<file path="src/rtl/alu_arbiter_pkg.sv">
// Shared definitions for the two-requester ALU arbiter and the ALU multiplexer it drives.
// Holds the opcode encoding seen on op0/op1 and alu_state, and the arbiter FSM encoding.
package alu_arbiter_pkg;

    localparam int unsigned DataW = 8;
    localparam int unsigned OpW   = 2;

    typedef enum logic [OpW-1:0] {
        OpAdd = 2'd0,
        OpSub = 2'd1,
        OpMul = 2'd2,
        OpNeg = 2'd3
    } op_e;

    typedef enum logic [1:0] {
        StIdle  = 2'd0,
        StIssue = 2'd1,
        StWait  = 2'd2,
        StDone  = 2'd3
    } state_e;

endpackage

</file>
<file path="src/rtl/alu_arbiter_rr_arb2.sv">
// Two-way round-robin selector.
// Ports:
//   req         - request vector, bit i from requester i
//   last_served - index of the requester served most recently
//   grant       - one-hot winner, zero when no request is pending
module alu_arbiter_rr_arb2 (
    input  logic [1:0] req,
    input  logic       last_served,
    output logic [1:0] grant
);

    always_comb begin
        grant = 2'b00;
        unique case (req)
            2'b01:   grant = 2'b01;
            2'b10:   grant = 2'b10;
            // Contention: favour whoever was not served last.
            2'b11:   grant = last_served ? 2'b01 : 2'b10;
            default: grant = 2'b00;
        endcase
    end

endmodule

</file>
<file path="src/rtl/alu_arbiter.sv">
// Arbitrates two requesters onto one shared ALU. The winner's opcode and operands are latched
// at grant, held on alu_state/alu_value1/alu_value2, and the result is captured when the ALU
// reports ready or abandoned after TIMEOUT_CYCLES wait cycles.
// Ports:
//   clk, reset_n                 - clock, asynchronous active-low reset
//   req0/1, op0/1, a0/1, b0/1    - per-requester request, opcode and operands
//   alu_en, alu_state            - ALU enable and opcode
//   alu_value1, alu_value2       - latched operands to the ALU
//   alu_out1, alu_out2, alu_ready- ALU low/high result and result-valid
//   grant0/1, done0/1            - one-cycle acceptance / completion pulses
//   result_lo, result_hi         - captured result (high byte only for MUL)
//   busy, timeout                - not idle / last operation timed out
module alu_arbiter
    import alu_arbiter_pkg::*;
#(
    parameter int unsigned TIMEOUT_CYCLES = 64
) (
    input  logic       clk,
    input  logic       reset_n,
    input  logic       req0,
    input  logic       req1,
    input  logic [1:0] op0,
    input  logic [1:0] op1,
    input  logic [7:0] a0,
    input  logic [7:0] b0,
    input  logic [7:0] a1,
    input  logic [7:0] b1,
    output logic       alu_en,
    output logic [1:0] alu_state,
    output logic [7:0] alu_value1,
    output logic [7:0] alu_value2,
    input  logic [7:0] alu_out1,
    input  logic [7:0] alu_out2,
    input  logic       alu_ready,
    output logic       grant0,
    output logic       grant1,
    output logic       done0,
    output logic       done1,
    output logic [7:0] result_lo,
    output logic [7:0] result_hi,
    output logic       busy,
    output logic       timeout
);

    // Counter holds the index of the current WAIT cycle, 0 .. TIMEOUT_CYCLES-1.
    localparam int unsigned CntW    = (TIMEOUT_CYCLES > 1) ? $clog2(TIMEOUT_CYCLES) : 1;
    localparam logic [CntW-1:0] CntLast = CntW'(TIMEOUT_CYCLES - 1);

    state_e          state_q, state_d;
    logic [1:0]      arb_grant;
    logic [1:0]      grant_q;
    logic            winner_q;
    logic            last_served_q;
    logic [CntW-1:0] cnt_q;
    op_e             op_q;
    logic [7:0]      value1_q, value2_q;
    logic [7:0]      result_lo_q, result_hi_q;
    logic            timeout_q;

    alu_arbiter_rr_arb2 u_rr_arb2 (
        .req         ({req1, req0}),
        .last_served (last_served_q),
        .grant       (arb_grant)
    );

    // State register
    always_ff @(posedge clk or negedge reset_n) begin
        if (!reset_n) begin
            state_q <= StIdle;
        end else begin
            state_q <= state_d;
        end
    end

    // Next-state logic
    always_comb begin
        state_d = state_q;
        unique case (state_q)
            StIdle:  if (|arb_grant) state_d = StIssue;
            StIssue: state_d = StWait;
            StWait:  if (alu_ready || (cnt_q == CntLast)) state_d = StDone;
            StDone:  state_d = StIdle;
            default: state_d = StIdle;
        endcase
    end

    // State-decoded outputs; combinational so reset clears them without a clock.
    always_comb begin
        alu_en = (state_q == StIssue) || (state_q == StWait);
        busy   = (state_q != StIdle);
        done0  = (state_q == StDone) && !winner_q;
        done1  = (state_q == StDone) && winner_q;
    end

    // Operand latch, wait counter, result capture and round-robin history.
    always_ff @(posedge clk or negedge reset_n) begin
        if (!reset_n) begin
            grant_q       <= 2'b00;
            winner_q      <= 1'b0;
            last_served_q <= 1'b1;
            cnt_q         <= '0;
            op_q          <= OpAdd;
            value1_q      <= '0;
            value2_q      <= '0;
            result_lo_q   <= '0;
            result_hi_q   <= '0;
            timeout_q     <= 1'b0;
        end else begin
            grant_q <= 2'b00;
            unique case (state_q)
                StIdle: begin
                    cnt_q <= '0;
                    if (|arb_grant) begin
                        grant_q  <= arb_grant;
                        winner_q <= arb_grant[1];
                        op_q     <= arb_grant[1] ? op_e'(op1) : op_e'(op0);
                        value1_q <= arb_grant[1] ? a1 : a0;
                        value2_q <= arb_grant[1] ? b1 : b0;
                    end
                end
                StIssue: cnt_q <= '0;
                StWait: begin
                    // Ready takes priority over an expiring counter in the same cycle.
                    if (alu_ready) begin
                        result_lo_q <= alu_out1;
                        result_hi_q <= (op_q == OpMul) ? alu_out2 : 8'h00;
                        timeout_q   <= 1'b0;
                    end else if (cnt_q == CntLast) begin
                        result_lo_q <= 8'h00;
                        result_hi_q <= 8'h00;
                        timeout_q   <= 1'b1;
                    end else begin
                        cnt_q <= cnt_q + 1'b1;
                    end
                end
                StDone: last_served_q <= winner_q;
                default: ;
            endcase
        end
    end

    assign grant0     = grant_q[0];
    assign grant1     = grant_q[1];
    assign alu_state  = op_q;
    assign alu_value1 = value1_q;
    assign alu_value2 = value2_q;
    assign result_lo  = result_lo_q;
    assign result_hi  = result_hi_q;
    assign timeout    = timeout_q;

endmodule
</file>
<file path="config.mk">
export PLATFORM = sky130hd
export DESIGN_NAME = alu_arbiter
export DESIGN_NICKNAME = d
export VERILOG_FILES = /design/src/rtl/alu_arbiter_pkg.sv /design/src/rtl/alu_arbiter_rr_arb2.sv /design/src/rtl/alu_arbiter.sv
export SDC_FILE = /design/constraint.sdc
export NUM_CORES = 1
export LEC_CHECK = 0
export ABC_AREA = 1
export CORE_AREA = 3 3 88 73
export CTS_CLUSTER_DIAMETER = 30
export CTS_CLUSTER_SIZE = 10
export DETAILED_ROUTE_END_ITERATION = 7
export DIE_AREA = 0 0 91 76
export PLACE_DENSITY = 0.75
export SETUP_SLACK_MARGIN = 0.02
export SYNTH_ARGS = -nofsm -noshare
export SYNTH_HDL_FRONTEND = slang
export SYNTH_SLANG_ARGS = --single-unit
</file>
<file path="constraint.sdc">
create_clock -name clk -period 1.7 [get_ports clk]
set_input_delay 0.34 -clock clk [delete_from_list [all_inputs] [get_ports clk]]
set_output_delay 0.34 -clock clk [all_outputs]
set_load 0.03 [all_outputs]
</file>
==> impl_metrics.toml <==
[place]
placedCellCount = 439
place_congestion = 0.764
io_buffers = 97
dp_slack_ps = -157
dp_hpwl_mm = 4.35

[synthesis]
synth_edf_count = 0
synth_area_sq_mm = 0.00222
netlist_instances = 258
ys_ff_latch = 47
ys_types = 24
async_flop_share_pct = 100
yosysSeqAreaShare_pct = 53.1
synth.avg_cell_area_sq_um = 8.59
ys.flop_type = "dfrtp_1"
yosysWarnings = 0
syn_nets = 320

[sta]
setup_ws_ps = 61.2
rsz0062_at_grt = "false"
period_needed_ps = 1640
finalHoldViolations = 0
drv_slew = 0
tightest_slew_ps = 717
post-route-period-util_pct = 96.4
slew_headroom_pct = 52.1
fmax_mhz = 610
setup_viol = 0
fin_worst_skew_ps = 14.3

[power_and_ir_drop]
finalPower_uw = 5850
p_per_area_mw_per_mm2 = 1680
ir_drop_mv = 0.785
netSwitchingPower_uw = 2680
p_comb_share_pct = 55.9
intPower_uw = 3170
switching_share_pct = 45.8
p_leak_uw = 0.00177
p_clk_share_pct = 11.9
seq_power_share_pct = 32.1

[setup_path]
crit_chain = "clkdlybuf4s50_1"
crit_path_max_incr_delay_ps = 670
start_kind = "register"
path_delay_family = "buffers and inverters"
path_class = "reg -> out"
critPathMaxFanout = 2
worstSetupEndpointType = "primary output"
arrival_ps = 1300
slowest_stage = "clkdlybuf4s50_1"
cp.required_ps = 1360
critPathBufInv = 1
r2r_slack_ps = 130

[clock_tree]
cts_num_sinks = 47
htreeDepth = 2
cts_tree = "done"
clk_pin_slew_ps = 90
cts-root-buf = "clkbuf_8"
clock_path_buffers = 2
cts_buffers = 5
insertion_delay_ps = 300

[final_layout]
area_growth_pct = 56.8
fin_cells = 448
final_common_cell = "nand2_1"
final_cell_mix = "73 x nand2_1, 57 x clkdlybuf4s50_1, 46 x dfrtp_1"
nets = 432
antenna_cells = 0
drive_above_1_share_pct = 14.1
utilization_pct = 62.9

[route]
drc_errors = 0
vias = 2118
viasPerCell = 4.73
antenna_violating_nets_post_route = 0
firstDrtPassIters = 4
first_iter_violations = 107
wl_per_cell_um = 13.4
drt_wl_total_mm = 6.01

[grt]
use_met3_pct = 7.31
first_global_vias = 2031
grtUsageTotal_pct = 16.9
grt_pass1_wl_mm = 9.61
use_met1_pct = 22.6
met2_usage_pct = 25.6
grt-busiest-layer = "met2"
antenna_found_initial = 0
grt_start_max_net_pins = 37
grt-ovfl-total = 0

[flow_run]
maxCapViolations = 0

[floorplanning]
die_w_um = 91
die_area_sq_mm = 0.00692
num_rows = 24
start_util_pct = 40.1
core-area_sq_mm = 0.00553
io_pins = 98
die_y_um = 76

[run_status]
status = "finished clean"

[worst_hold_path]
hold_path.class = "reg -> reg"
## power groups by stage
stage	Combinational [uW]	Sequential (uW)	Clock, uW
2_1_floorplan	1170	2690	0
3_3_place_gp	3310	1890	0
3_5_place_dp	3370	1900	0
4_1_cts	3200	1880	711
5_1_grt	3510	1940	760
6_report	3270	1880	699
## Yosys cell counts (2+ instances only)
cell type  instances  share of area (%)
nand2_2            4                1.1
ha_1               5                2.8
buf_4              2               0.68
nand3_1           26                5.9
o21ai_0           15                3.4
buf_2              6                1.4
dfrtp_1           46                 52
a31oi_1           18                5.1
nand2_1           74                 13
buf_6              3                1.5
o21ai_2            3                1.2
or2_2              2               0.56
inv_1             18                3.0
nor2_1            26                4.4
## metal layers
layer	up-vias	wire (um)
met5	-	0
met4	0	44
met2	87	2700
met1	961	2690
met3	6	579
li1	1064	-
## final timing paths
path / start / endpoint / cells past startpoint
setup / recovery: result_lo[3] / result_lo[3] / 1
hold / removal: result_lo[0] / result_lo[0] / 2
setup reg to reg: state_q[1] / alu_value1[5] / 6
hold reg to reg: result_lo[0] / result_lo[0] / 2
max in group asynchronous: reset_n / last_served_q / 3
min in group asynchronous: reset_n / alu_value2[6] / 2
## logic make-up after synthesis
family,synth area share [%]
buf+inv,6.94
simple gates,26.9
compound gates,10.2
flops,53.1
fa+ha+maj,2.82
## per-stage QoR
stage          setup TNS (ps)  instance area, sq um  hold slack (ps)
2_1_floorplan               0                  2220             44.4
3_3_place_gp             -734                  3330              316
3_5_place_dp            -2020                  3330              308
4_1_cts                     0                  3410              477
5_1_grt                     0                  3480              487
6_report                    0                  3480              469
## area by class of cell
| cell class | instances | area (sq um) |
|---|---|---|
| Clock inverter | 1 | 8.76 |
| Multi-Input combinational cell | 181 | 925 |
| Timing Repair Buffer | 115 | 1110 |
| Sequential cell | 47 | 1180 |
| Tap cell | 78 | 97.6 |
| Fill cell | 494 | 2050 |
| Inverter | 20 | 77.6 |
| Clock buffer | 6 | 82.6 |
## registers in the layout, indices dropped and copies added, names as in the netlist
signal	cells
winner_q	1
grant_q	2
state_q	2
alu_value2	8
alu_state	2
result_hi	8
alu_value1	8
last_served_q	1
cnt_q	6
timeout	1
result_lo	8
## timing repair
| item | CTS | global route |
|---|---|---|
| hold buffers | 1 | 0 |
| pin swaps | 0 | 2 |
| resized for setup | 26 | 20 |
| setup endpoints to repair | 30 | 38 |
| hold endpoints to repair | 16 | 0 |
| setup buffers | 0 | 0 |
| cloned | 0 | 1 |
Note: power is estimated with default switching activity, not from simulation.
